File: src/rtl/experiment_sequencer.sv
// Multi-shot sequencer: drives exp_start through N shots with inter-shot gap,
// per-shot watchdog, FSM reset recovery and abort handling.
//
// Ports:
//   clock, reset_signal (async, active-high)
//   arm, abort, shot_count, stop_on_error      host controls
//   exp_state                                  scenario_state from experiment FSM
//   exp_start, exp_reset                       controls to experiment FSM
//   busy, done, aborted                        status
//   shots_done, shots_ok, error_count          per-sequence counters
//   seq_state                                  current state encoding
module experiment_sequencer #(
    parameter int unsigned SHOT_W        = 16,
    parameter int unsigned SHOT_TIMEOUT  = 200_000_000,
    parameter int unsigned GAP_LEN       = 2_000_000,
    parameter int unsigned RESET_LEN     = 4,
    parameter logic [7:0]  EXP_IDLE_CODE = 8'd0,
    parameter logic [7:0]  EXP_DONE_CODE = 8'd10
) (
    input  logic              clock,
    input  logic              reset_signal,
    input  logic              arm,
    input  logic              abort,
    input  logic [SHOT_W-1:0] shot_count,
    input  logic              stop_on_error,
    input  logic [7:0]        exp_state,
    output logic              exp_start,
    output logic              exp_reset,
    output logic              busy,
    output logic              done,
    output logic              aborted,
    output logic [SHOT_W-1:0] shots_done,
    output logic [SHOT_W-1:0] shots_ok,
    output logic [SHOT_W-1:0] error_count,
    output logic [2:0]        seq_state
);

    localparam logic [2:0] ST_IDLE    = 3'd0;
    localparam logic [2:0] ST_START   = 3'd1;
    localparam logic [2:0] ST_RUN     = 3'd2;
    localparam logic [2:0] ST_RELEASE = 3'd3;
    localparam logic [2:0] ST_GAP     = 3'd4;
    localparam logic [2:0] ST_RECOVER = 3'd5;
    localparam logic [2:0] ST_DONE    = 3'd6;

    localparam int unsigned WDOG_W = $clog2(SHOT_TIMEOUT + 1);
    localparam int unsigned GAP_W  = $clog2(GAP_LEN + 1);
    localparam int unsigned RST_W  = $clog2(RESET_LEN + 1);

    localparam logic [WDOG_W-1:0] WDOG_LAST = WDOG_W'(SHOT_TIMEOUT - 1);
    localparam logic [WDOG_W-1:0] WDOG_ONE  = WDOG_W'(1);
    localparam logic [GAP_W-1:0]  GAP_LAST  = GAP_W'(GAP_LEN - 1);
    localparam logic [GAP_W-1:0]  GAP_ONE   = GAP_W'(1);
    localparam logic [RST_W-1:0]  RST_LAST  = RST_W'(RESET_LEN - 1);
    localparam logic [RST_W-1:0]  RST_ONE   = RST_W'(1);
    localparam logic [SHOT_W-1:0] SHOT_ONE  = SHOT_W'(1);
    localparam logic [SHOT_W-1:0] SHOT_MAX  = '1;

    logic [SHOT_W-1:0] target;
    logic              stop_err;
    logic              abort_pend;
    logic [WDOG_W-1:0] wdog;
    logic [GAP_W-1:0]  gap_cnt;
    logic [RST_W-1:0]  rst_cnt;
    logic [SHOT_W-1:0] shots_done_inc;
    logic              shot_active;

    assign shots_done_inc = shots_done + SHOT_ONE;
    assign shot_active = (seq_state == ST_START) ||
                         (seq_state == ST_RUN) ||
                         (seq_state == ST_RELEASE);

    always_ff @(posedge clock or posedge reset_signal) begin
        if (reset_signal) begin
            seq_state   <= ST_IDLE;
            exp_start   <= 1'b0;
            exp_reset   <= 1'b0;
            busy        <= 1'b0;
            done        <= 1'b0;
            aborted     <= 1'b0;
            shots_done  <= '0;
            shots_ok    <= '0;
            error_count <= '0;
            target      <= '0;
            stop_err    <= 1'b0;
            abort_pend  <= 1'b0;
            wdog        <= '0;
            gap_cnt     <= '0;
            rst_cnt     <= '0;
        end else begin
            done <= 1'b0;
            if (shot_active)
                wdog <= wdog + WDOG_ONE;

            case (seq_state)
                ST_IDLE, ST_DONE: begin
                    // arm beats a simultaneous abort here; abort alone is ignored
                    if (arm) begin
                        target      <= shot_count;
                        stop_err    <= stop_on_error;
                        shots_done  <= '0;
                        shots_ok    <= '0;
                        error_count <= '0;
                        aborted     <= 1'b0;
                        abort_pend  <= 1'b0;
                        if (shot_count == '0) begin
                            seq_state <= ST_DONE;
                            done      <= 1'b1;
                            busy      <= 1'b0;
                        end else begin
                            seq_state <= ST_START;
                            exp_start <= 1'b1;
                            wdog      <= '0;
                            busy      <= 1'b1;
                        end
                    end
                end

                ST_START, ST_RUN, ST_RELEASE: begin
                    // priority: abort, then FSM progress, then watchdog
                    if (abort) begin
                        seq_state  <= ST_RECOVER;
                        abort_pend <= 1'b1;
                        exp_start  <= 1'b0;
                        exp_reset  <= 1'b1;
                        rst_cnt    <= '0;
                    end else if (seq_state == ST_START &&
                                 exp_state != EXP_IDLE_CODE) begin
                        seq_state <= ST_RUN;
                    end else if (seq_state == ST_RUN &&
                                 exp_state == EXP_DONE_CODE) begin
                        seq_state <= ST_RELEASE;
                        exp_start <= 1'b0;
                    end else if (seq_state == ST_RELEASE &&
                                 exp_state == EXP_IDLE_CODE) begin
                        shots_done <= shots_done_inc;
                        shots_ok   <= shots_ok + SHOT_ONE;
                        if (shots_done_inc == target) begin
                            seq_state <= ST_DONE;
                            done      <= 1'b1;
                            busy      <= 1'b0;
                        end else begin
                            seq_state <= ST_GAP;
                            gap_cnt   <= '0;
                        end
                    end else if (wdog == WDOG_LAST) begin
                        seq_state  <= ST_RECOVER;
                        exp_start  <= 1'b0;
                        exp_reset  <= 1'b1;
                        rst_cnt    <= '0;
                        shots_done <= shots_done_inc;
                        if (error_count != SHOT_MAX)
                            error_count <= error_count + SHOT_ONE;
                    end
                end

                ST_GAP: begin
                    if (abort) begin
                        seq_state  <= ST_RECOVER;
                        abort_pend <= 1'b1;
                        exp_reset  <= 1'b1;
                        rst_cnt    <= '0;
                    end else if (gap_cnt == GAP_LAST) begin
                        seq_state <= ST_START;
                        exp_start <= 1'b1;
                        wdog      <= '0;
                    end else begin
                        gap_cnt <= gap_cnt + GAP_ONE;
                    end
                end

                ST_RECOVER: begin
                    if (abort)
                        abort_pend <= 1'b1;
                    rst_cnt <= rst_cnt + RST_ONE;
                    if (rst_cnt == RST_LAST) begin
                        exp_reset <= 1'b0;
                        if (abort_pend || abort || stop_err) begin
                            seq_state <= ST_DONE;
                            aborted   <= 1'b1;
                            done      <= 1'b1;
                            busy      <= 1'b0;
                        end else if (shots_done == target) begin
                            seq_state <= ST_DONE;
                            done      <= 1'b1;
                            busy      <= 1'b0;
                        end else begin
                            seq_state <= ST_GAP;
                            gap_cnt   <= '0;
                        end
                    end
                end

                default: begin
                    seq_state <= ST_IDLE;
                    exp_start <= 1'b0;
                    exp_reset <= 1'b0;
                    busy      <= 1'b0;
                end
            endcase
        end
    end

endmodule
File: config.mk
export PLATFORM = sky130hd
export DESIGN_NAME = experiment_sequencer
export DESIGN_NICKNAME = d
export VERILOG_FILES = /design/src/rtl/experiment_sequencer.sv
export SDC_FILE = /design/constraint.sdc
export NUM_CORES = 1
export LEC_CHECK = 0
export BUFFER_PORTS_ARGS = -buffer_cell sky130_fd_sc_hd__buf_2
export CAP_MARGIN = 20
export CORE_UTILIZATION = 59
export CTS_CLUSTER_SIZE = 24
export DETAILED_ROUTE_END_ITERATION = 12
export PLACE_DENSITY = 0.91
export RECOVER_POWER = 25
export SLEW_MARGIN = 10
export SYNTH_ARGS = -nofsm -noshare
export SYNTH_HDL_FRONTEND = slang
export SYNTH_SLANG_ARGS = --single-unit
File: constraint.sdc
create_clock -name clock -period 4.2 [get_ports clock]
set_input_delay 0.42 -clock clock [delete_from_list [all_inputs] [get_ports clock]]
set_output_delay 0.42 -clock clock [all_outputs]
set_load 0.01 [all_outputs]
==> metrics.md, run 1 <==
| Metric | Value |
|---|---|
| Crit path max fanout | `23` |
| P_sw | `approximately 1.8 mW` |
| Seq pwr share | `0.360` |
| PortBufs | `84` |
| Pin count of the biggest net entering global routing | `82` |
| First drt pass iteration count | `9` |
| Min setup slack post-route | `around 850 ps` |
| Fillers | `approximately 810` |
| Least-Margin Pin Slew | `roughly 2100 ps` |
| Final ANT Viol Nets | `0` |
| Clock Root Buffer | `clkbuf_16` |
| Area grow syn2layout | `15.1%` |
| Most frequent cells after synthesis | `126 x dfrtp_1, 85 x nor2_1, 70 x nand2_1` |
| Minimum clock period | `between 3000 and 4000 ps` |
| DRC errors left | `9` |
| Maximum vdd drop | `between 0.0004 and 0.0005 V` |
| Synth Register Bits | `around 130` |
| Status | `complete, but fails checks` |
| Cts repair resizes | `0` |
| Final setup vio count | `0` |
| Mapped Avg Cell Area | `9.21 µm²` |
| Pwr Density | `577 mW/mm²` |
| Gr usage total | `0.296` |
| CP startpoint kind | `register` |
| Post-CTS setup buffer count | `0` |
| Fraction of layout cells with a size suffix above 1 | `0.196` |
| Synthesized instance count | `775` |
| WP data arrival | `between 3000 and 4000 ps` |
| Ys Warns | `0` |
| Sw frac | `0.380` |
| Initial DRC Count | `743` |
| Maxcap violations | `1` |
| Fin crit share | `0.798` |
| Syn_nets | `just over 800` |
| Rel. slew slack | `-0.417` |
| CTS tree | `yes` |
| Clock Pin Slew Worst Setup and Hold Paths | `60 ps` |
| Core area | `0.0116 mm²` |
| Pre-CTS WS | `roughly 930 ps` |
| Internal power | `2.94 mW` |
| Setup_tns | `0 ps` |
| Worst hold stages | `2` |
| EDFF count, synth | `0` |
| Vias | `approximately 6.4k` |
| Post-synth cell types | `75` |
| Kind of critical path | `register to register` |
| Avg WL per Cell | `about 18 µm` |
| RSZ-0062 raised after global routing | `no` |
| CP delay by family, top | `simple AND/OR/NAND/NOR gates` |
| Critical path's largest stage delay | `940 ps` |
| Bufs on Longest Clock Path | `2` |
| Hpwl dp | `around 12000 µm` |
| DRT Wirelength | `17600 µm` |
| Total CTS buffers | `17` |
| Number of global-route vias before repair | `6084` |
| H-tree depth | `4` |
| N_diodes | `0` |
| CP Cell Sequence | `nor2b_1 -> and4_1 -> or3_1 -> a2111oi_4 -> nand4_1 -> xor2_1 -> nor2_1` |
| Initial cell density of the core | `0.615` |
| Final Max Tran Viols | `between 40 and 50` |
| Worst min-delay path category | `input port to register` |
| Levels on crit path | `7` |
| Cell taking the most area after synthesis | `dfrtp_1` |
| Req. time, crit path | `4510 ps` |
| Worst Skew | `approximately 12 ps` |
| CP Buf/Inv Count | `0` |
| First-pass GRT wire length | `a little under 30000 µm` |
| Clock Power Share | `0.310` |
| CP max-delay cell | `a2111oi_4` |
| Hold buffers post-CTS | `0` |
| Top-area cell type share of the netlist area | `0.442` |
| Async S/R FF share, synth | `1.00` |
| Clock Latency Late Sink | `430 ps` |
| Leak Pwr | `3.68 nW` |
| Worst reg2reg path depth | `7` |
| Ranking of synthesized cells by area | `dfrtp_1 44%, xor2_1 6.1%, nor2_1 4.5%` |
| I/O pins | `85` |
| Logic pwr share | `0.331` |
| Vias per inst | `6.35` |
| Die span in y | `about 110 µm` |
| Routability cong. | `roughly 0.86` |
| Seq/Total Area, Yosys | `0.442` |
| Initial antenna violation count | `0` |
| Die area | `0.0125 mm²` |
| Violated checks | `design-rule violations, max-capacitance violations, max-slew violations` |
| Prevailing post-synth register cell | `dfrtp_1` |
| GRT Residual Overflow | `0` |
| Hold slack | `between 200 and 250 ps` |
| Synthesized cell area | `around 0.0071 mm²` |
| Row count | `39` |
| Count leader, synth | `dfrtp_1` |
| Final Hold Viols | `0` |
| Post-Layout Cell Count | `about 1k` |
| F_max | `between 0.2 and 0.3 GHz` |
| Clk sink count | `roughly 130` |
| Die X | `roughly 110 µm` |
| CP endpoint kind | `register` |
| Fin nets | `between 800 and 900` |
| Placed Cells | `approximately 970` |
-- power by group through the flow --
stage,clock [mW],sequential [mW],combinational (mW)
after floorplan,0,1.61,1.25
after global placement,0,1.69,1.49
after detailed placement,0,1.71,1.52
after CTS,1.47,1.69,1.55
after global routing,1.52,1.73,1.72
final,1.47,1.70,1.57
-- layout by cell type (no fill, tap or decap), types with 6 or more instances in the layout --
cell type / n
dfrtp_1: 126
nor2_1: 84
buf_2: 84
nand2_1: 70
xor2_1: 50
o21ai_0: 46
a21oi_1: 38
nand3_1: 34
xnor2_1: 28
nand4_1: 26
a31oi_1: 20
nor3_1: 19
and3_1: 17
clkbuf_16: 17
inv_1: 16
mux2_2: 16
or3_1: 15
nor4_1: 11
and4_1: 9
buf_4: 8
ha_1: 7
and3_2: 6
nor2b_1: 6
-- metrics by stage --
stage                     cell area (µm²)  utilization  power [mW]
after floorplan                      7140            -        2.86
after global placement               7620        0.656        3.18
after detailed placement             7620        0.656        3.23
after CTS                            8220        0.708        4.72
after global routing                 8220        0.707        4.98
final                                8220        0.707        4.74
-- final timing paths --
path                                               end                      from  slack, ps
max in group asynchronous      shots_ok[1]$_DFFE_PP0P_              reset_signal       2520
setup reg to reg           error_count[12]$_DFFE_PP0P_  seq_state[2]$_DFFE_PP0P_        850
min in group asynchronous           wdog[13]$_DFF_PP0_              reset_signal        550
hold reg to reg                gap_cnt[20]$_DFFE_PP0P_   gap_cnt[20]$_DFFE_PP0P_        500
hold / removal                  target[11]$_DFFE_PP0P_            shot_count[11]        240
setup / recovery           error_count[12]$_DFFE_PP0P_  seq_state[2]$_DFFE_PP0P_        850
-- kinds of logic after synthesis --
family / Yosys count / synth area share
AOI/OAI and AO/OA: 153 / 0.136
xor gates and xnor gates: 78 / 0.0957
and+or+nand+nor: 337 / 0.248
muxes: 18 / 0.0281
DFF: 126 / 0.442
adders and majority gates: 7 / 0.0123
buffers and inverters: 56 / 0.0380
-- sequential cells by signal, summed over array words and instances (netlist names) --
register     cells
wdog            28
gap_cnt         21
error_count     16
shots_done      16
shots_ok        16
target          16
rst_cnt          3
seq_state        3
abort_pend       1
aborted          1
busy             1
done             1
exp_reset        1
exp_start        1
stop_err         1
-- routing by layer --
metal | vias up | global-route usage | wire (µm)
li1 | 2937 | - | -
met1 | 3142 | 0.371 | 7300
met2 | 253 | 0.490 | 8690
met3 | 43 | 0.0670 | 1100
met4 | 0 | 0.132 | 492
met5 | - | 0 | 0
-- area by class of cell --
type                            count  area, µm²  area share
Sequential cell                   126       3150       0.384
Timing Repair Buffer               93        500      0.0609
Multi-Input combinational cell    593       3720       0.453
Clock inverter                     12        138      0.0168
Inverter                           17       65.1     0.00792
Tap cell                          143        179      0.0218
Clock buffer                       20        457      0.0556
No activity file was read; power rests on OpenSTA's default activity.
==> run 2, diff against run 1 <==
--- a/config.mk
+++ b/config.mk
@@ -5,9 +5,10 @@
 export SDC_FILE = /design/constraint.sdc
 export NUM_CORES = 1
 export LEC_CHECK = 0
+export ABC_AREA = 1
 export BUFFER_PORTS_ARGS = -buffer_cell sky130_fd_sc_hd__buf_2
 export CAP_MARGIN = 20
-export CORE_UTILIZATION = 59
+export CORE_UTILIZATION = 60
 export CTS_CLUSTER_SIZE = 24
 export DETAILED_ROUTE_END_ITERATION = 12
 export PLACE_DENSITY = 0.91
==> constraint.sdc (replaced) <==
create_clock -name clock -period 3.35 [get_ports clock]
set_input_delay 0.335 -clock clock [delete_from_list [all_inputs] [get_ports clock]]
set_output_delay 0.335 -clock clock [all_outputs]
set_load 0.01 [all_outputs]
==> run 2 against run 1 <==
  * The run ends with max-capacitance violations, max-slew violations left
  * Clock power rose by 38%
  * Sequential share of layout area is 4.2 points lower
  * Synthesized cell count increased by 44%
  * Via count is 23% higher
  * Die area rose by 10%
  * Clock-buffer cell count unchanged
  * Register-to-register slack worse by 340 ps
  * Power grew 34%
  * Critical path type unchanged
  * Critical endpoint is now gap_cnt[4]$_DFFE_PP0P_
  * Highest routed layer unchanged
==> metrics.md, run 2 <==
| Metric | Value |
|---|---|
| Status | `complete, but fails checks` |
| Violated checks | `max-capacitance violations, max-slew violations` |
| Fraction of layout cells with a size suffix above 1 | `0.157` |
| Worst Skew | `7.43 ps` |
| First-pass GRT wire length | `between 30000 and 40000 µm` |
| RSZ-0062 raised after global routing | `no` |
| Final instance area | `0.00923 mm²` |
| Prevailing post-synth register cell | `dfrtp_1` |
| Core area | `between 0.01 and 0.015 mm²` |
| Number of global-route vias before repair | `7425` |
| Minimum clock period | `2840 ps` |
| Initial cell density of the core | `0.625` |
| Final ANT Viol Nets | `0` |
| Leak Pwr | `4.33 nW` |
| CP endpoint kind | `register` |
| Vias per inst | `~5.7` |
| Post-synth cell types | `39` |
| Routability cong. | `0.950` |
| Min setup slack post-route | `~510 ps` |
| Met2 wire length | `10000 µm` |
| Maximum vdd drop | `0.000604 V` |
| Fin crit share | `0.847` |
| Seq/Total Area, Yosys | `0.393` |
| Total CTS buffers | `17` |
| Synth Register Bits | `between 100 and 150` |
| Pwr Density | `~690 mW/mm²` |
| Setup_tns | `0 ps` |
| Pre-CTS WS | `between 700 and 800 ps` |
| Top Registers | `wdog x28, gap_cnt x21` |
| Top-area cell type share of the netlist area | `0.393` |
| CTS tree | `yes` |
| DRT Wirelength | `around 21000 µm` |
| WL met3 | `1400 µm` |
| CP startpoint kind | `register` |
| Vias | `slightly below 8k` |
| Most frequent cells after synthesis | `337 x nand2_1, 126 x dfrtp_1, 116 x inv_1` |
| Kind of critical path | `register to register` |
| Placed Cells | `1357` |
| Reg with most FFs | `wdog` |
| Die area | `between 0.01 and 0.015 mm²` |
| Pin count of the biggest net entering global routing | `between 40 and 50` |
| CP Buf/Inv Count | `2` |
| I/O pins | `between 80 and 90` |
| Final Hold Viols | `0` |
| Synthesized cell area | `around 0.0080 mm²` |
| Area grow syn2layout | `15.2%` |
| Count leader, synth | `nand2_1` |
| Commonest non-fill, non-tap cell in the layout | `nand2_1` |
| Clock Latency Late Sink | `430 ps` |
| Ranking of synthesized cells by area | `dfrtp_1 39%, nand2_1 16%, inv_1 5.4%` |
| Row count | `41` |
| CP delay by family, top | `simple AND/OR/NAND/NOR gates` |
| Mapped Avg Cell Area | `about 7 µm²` |
| Maxcap violations | `1` |
| Hpwl dp | `roughly 14000 µm` |
| Ys Warns | `0` |
| Final setup vio count | `0` |
| Worst min-delay path category | `input port to register` |
| Clk sink count | `126` |
| Critical path's largest stage delay | `460 ps` |
| N_diodes | `0` |
| Async S/R FF share, synth | `1.00` |
| Avg WL per Cell | `around 15 µm` |
| Synthesized instance count | `about 1.1k` |
| H-tree depth | `4` |
| First drt pass iteration count | `8` |
| Initial antenna violation count | `0` |
| Initial DRC Count | `831` |
| Bufs on Longest Clock Path | `2` |
| Crit path max fanout | `21` |
| Final Max Tran Viols | `30` |
| Top Layer Used | `met4` |
| Least-Margin Pin Slew | `roughly 1800 ps` |
| CP Cell Sequence | `ha_1 -> nand3_1 -> nor2_1 -> nand2_1 -> nand2_1 -> inv_1 -> nor2_1 -> nand3_1 -> nor2_1 -> nand4_1 -> nand2_2 -> buf_4 -> nand2_1 -> o21ai_2` |
| Area after DPL | `between 0.008 and 0.009 mm²` |
| F_max | `between 0.3 and 0.4 GHz` |
| Routed met1 length | `approximately 8900 µm` |
| Number of flip-flops in the largest register | `28` |
| Gr usage total | `0.308` |
| Die X | `118 µm` |
| Post-CTS setup buffer count | `0` |
| Commonest cells after routing, fill and taps aside | `337 x nand2_1, 126 x dfrtp_1, 115 x inv_1` |
| DRC errors left | `0` |
| Fin nets | `~1.2k` |
| Post-Layout Cell Count | `between 1k and 1.5k` |
| WP data arrival | `~3200 ps` |
| Req. time, crit path | `about 3700 ps` |
| Clock Root Buffer | `clkbuf_16` |
| Rel. slew slack | `-0.216` |
| Die span in y | `around 120 µm` |
| EDFF count, synth | `0` |
| Clock Pin Slew Worst Setup and Hold Paths | `~60 ps` |
| PortBufs | `84` |
| Cell taking the most area after synthesis | `dfrtp_1` |
| Syn_nets | `~1.2k` |
| CP max-delay cell | `dfrtp_1` |
| GRT Residual Overflow | `0` |
-- run 2: metrics by stage --
stage | hold WS (ps) | util | power [mW]
2_1_floorplan | 443 | - | 3.69
3_3_place_gp | 461 | 0.669 | 4.17
3_5_place_dp | 469 | 0.669 | 4.25
4_1_cts | 117 | 0.720 | 6.31
5_1_grt | 137 | 0.720 | 6.71
6_report | 130 | 0.720 | 6.33
-- run 2: power breakdown --
group,switching [mW],internal (mW),total [mW]
Sequential,0.215,1.76,1.98
Combinational,1.66,0.658,2.32
Clock,0.684,1.35,2.03
-- run 2: routing by layer --
metal  vias up  GRT usage
met5         -          0
met4         0      0.114
met3        52     0.0635
met2       331      0.520
met1      3695      0.389
li1       3785          -
-- run 2: timing repair --
| action | 4_1_cts | 5_1_grt |
|---|---|---|
| resized for setup | 0 | 0 |
| hold buffers | 0 | 1 |
| endpoints found under the hold margin | 0 | 15 |
-- run 2: cells by family (layout without fill, tap and decap cells) --
group           after synthesis  after routing  share of synthesized area
compound gates              102            102                     0.0755
xor+xnor                     60             60                     0.0656
fa+ha+maj                     7              7                     0.0109
buf+inv                     149            249                     0.0765
flops                       126            126                      0.393
simple gates                675            675                      0.378
-- run 2: area by class of cell --
cell class,instances,area (µm²)
repair buffers,96,513
clock inverters,12,190
well taps,172,215
fillers,1017,3590
clock buffers,20,457
inverters,121,455
flip-flops and latches,126,3150
multi-input cells,844,4250
-- run 2: worst paths after layout --
check,start,to,slack [ps],cells past startpoint
min,stop_on_error,stop_err$_DFFE_PP0P_,130,3
max in group asynchronous,reset_signal,stop_err$_DFFE_PP0P_,630,5
max reg2reg,shots_done[1]$_DFFE_PP0P_,gap_cnt[4]$_DFFE_PP0P_,510,14
max,shots_done[1]$_DFFE_PP0P_,gap_cnt[4]$_DFFE_PP0P_,510,14
min in group asynchronous,reset_signal,shots_ok[10]$_DFFE_PP0P_,540,3
min reg2reg,exp_start$_DFFE_PP0P_,exp_start$_DFFE_PP0P_,480,2
-- run 2: worst min-delay path: stages --
cell and delay [ps]:
buf_2 80, nand2_1 50, nand2_1 60
==> run 3, diff against run 2 <==
==> constraint.sdc (replaced) <==
create_clock -name clock -period 3 [get_ports clock]
set_input_delay 0.3 -clock clock [delete_from_list [all_inputs] [get_ports clock]]
set_output_delay 0.3 -clock clock [all_outputs]
set_load 0.01 [all_outputs]
==> run 3 against run 2 <==
  * The run still ends with max-capacitance violations, max-slew violations left
  * Utilization decreased by 0.11 points
  * Hold slack got worse by 33 ps
  * Non-clock buffer count decreased by 2
  * Fmax increased by 14%
  * Highest routed layer unchanged
==> metrics.md, run 3 (synthesis results as in run 2) <==
| Metric | Value |
|---|---|
| Die X | `roughly 120 µm` |
| Clk sink count | `approximately 130` |
| Clock Root Buffer | `clkbuf_16` |
| Final instance area | `approximately 0.0092 mm²` |
| Pre-CTS WS | `585 ps` |
| WP data arrival | `between 2000 and 3000 ps` |
| Req. time, crit path | `3290 ps` |
| Final Hold Viols | `0` |
| Bufs on Longest Clock Path | `2` |
| Worst Skew | `9.48 ps` |
| Fin crit share | `0.827` |
| Clock Pin Slew Worst Setup and Hold Paths | `about 60 ps` |
| Kind of critical path | `register to register` |
| Final Util | `0.719` |
| Total CTS buffers | `17` |
| Hold buffers post-CTS | `0` |
| Final ANT Viol Nets | `0` |
| Avg WL per Cell | `around 14 µm` |
| Post-CTS setup buffer count | `0` |
| Cts repair resizes | `0` |
| Min setup slack post-route | `roughly 520 ps` |
| Gr usage total | `0.301` |
| CP endpoint kind | `register` |
| Vias per inst | `approximately 5.6` |
| First drt pass iteration count | `6` |
| Setup_tns | `0 ps` |
| Initial cell density of the core | `0.625` |
| Post-Layout Cell Count | `about 1.4k` |
| Pin count of the biggest net entering global routing | `46` |
| CP startpoint kind | `register` |
| Initial DRC Count | `668` |
| Crit path max fanout | `33` |
| Vias | `7715` |
| Placed Cells | `1357` |
| Fin nets | `roughly 1.2k` |
| Top Registers | `wdog x28, gap_cnt x21` |
| Status | `complete, but fails checks` |
| Initial antenna violation count | `0` |
| Commonest non-fill, non-tap cell in the layout | `nand2_1` |
| Die span in y | `around 120 µm` |
| DRT Wirelength | `20000 µm` |
| CTS tree | `yes` |
| Routability cong. | `approximately 0.95` |
| Violated checks | `max-capacitance violations, max-slew violations` |
| Commonest cells after routing, fill and taps aside | `337 x nand2_1, 126 x dfrtp_1, 115 x inv_1` |
| I/O pins | `between 80 and 90` |
| Final Max Tran Viols | `44` |
| DRC errors left | `0` |
| Clock Latency Late Sink | `430 ps` |
| Minimum clock period | `between 2000 and 2500 ps` |
| First-pass GRT wire length | `33700 µm` |
| Pwr Density | `766 mW/mm²` |
| Number of global-route vias before repair | `slightly above 7k` |
| Core area | `~0.013 mm²` |
| Reg with most FFs | `wdog` |
| Row count | `41` |
| Maxcap violations | `1` |
| Fraction of layout cells with a size suffix above 1 | `0.159` |
| Die area | `0.0138 mm²` |
| Number of flip-flops in the largest register | `28` |
| Least-Margin Pin Slew | `approximately 1900 ps` |
| RSZ-0062 raised after global routing | `no` |
| Area grow syn2layout | `15.0%` |
| Hpwl dp | `14000 µm` |
| F_max | `~0.40 GHz` |
| Area after DPL | `roughly 0.0086 mm²` |
| Worst min-delay path category | `input port to register` |
| GRT Residual Overflow | `0` |
| Final setup vio count | `0` |
| Rel. slew slack | `-0.242` |
| H-tree depth | `4` |
| Leak Pwr | `4.34 nW` |
| Maximum vdd drop | `roughly 0.00071 V` |
| PortBufs | `84` |
| N_diodes | `0` |
## run 3: changes by cell type in the layout (fill, tap and decap cells not counted), sizes merged
| cell | change |
|---|---|
| buf | +7 |
| dlygate4sd3 | -1 |
| clkinvlp | -2 |
| clkbuf | -3 |
| clkinv | -4 |
## run 3: metrics by stage
stage                     hold slack [ps]  power [mW]
after detailed placement              477        4.75
after global routing                  109        7.50
final                                96.6        7.06
after global placement                466        4.66
after CTS                            87.5        7.04
after floorplan                       417        4.12
## run 3: report_power, final
| group | internal (mW) | switching [mW] |
|---|---|---|
| clock | 1.53 | 0.732 |
| combinational | 0.766 | 1.82 |
| sequential | 1.97 | 0.241 |
| total | 4.27 | 2.80 |
## run 3: final timing paths
| path | start | end | slack [ps] | depth (start not counted) |
|---|---|---|---|---|
| max in group asynchronous | reset_signal | wdog[16]$_DFF_PP0_ | 890 | 3 |
| hold reg to reg | exp_start$_DFFE_PP0P_ | exp_start$_DFFE_PP0P_ | 500 | 2 |
| min in group asynchronous | reset_signal | shots_done[13]$_DFFE_PP0P_ | 340 | 2 |
| setup reg to reg | seq_state[0]$_DFFE_PP0P_ | wdog[19]$_DFF_PP0_ | 520 | 11 |
| hold / removal | shot_count[12] | target[12]$_DFFE_PP0P_ | 100 | 3 |
| setup / recovery | seq_state[0]$_DFFE_PP0P_ | wdog[19]$_DFF_PP0_ | 520 | 11 |
## run 3: routing by layer
layer  wire length (µm)  part of all wire  track usage  vias up
met4                516             0.026        0.137        0
met2               9720              0.49        0.499      302
met5                  0                 0       0.0147        -
met1               8430              0.42        0.377     3595
li1                   -                 -            -     3773
met3               1340             0.067       0.0615       45
## run 3: final cells by class
| class | count | area (µm²) |
|---|---|---|
| clock buffers | 25 | 485 |
| clock inverters | 6 | 155 |
| fillers | 986 | 3600 |
| inverters | 121 | 455 |
| multi-input cells | 844 | 4250 |
| flip-flops and latches | 126 | 3150 |
| well taps | 172 | 215 |
| repair buffers | 94 | 505 |
## run 3: critical path, stage by stage (launching register included)
cell and delay [ps]:
dfrtp_1 430, nor2_1 100, nor2_4 140, buf_4 400
nand3_2 200, nor2_2 170, nand3_2 140, nor2_4 150
nand4_4 150, nor3_1 230, xor2_1 180, nor2_1 60
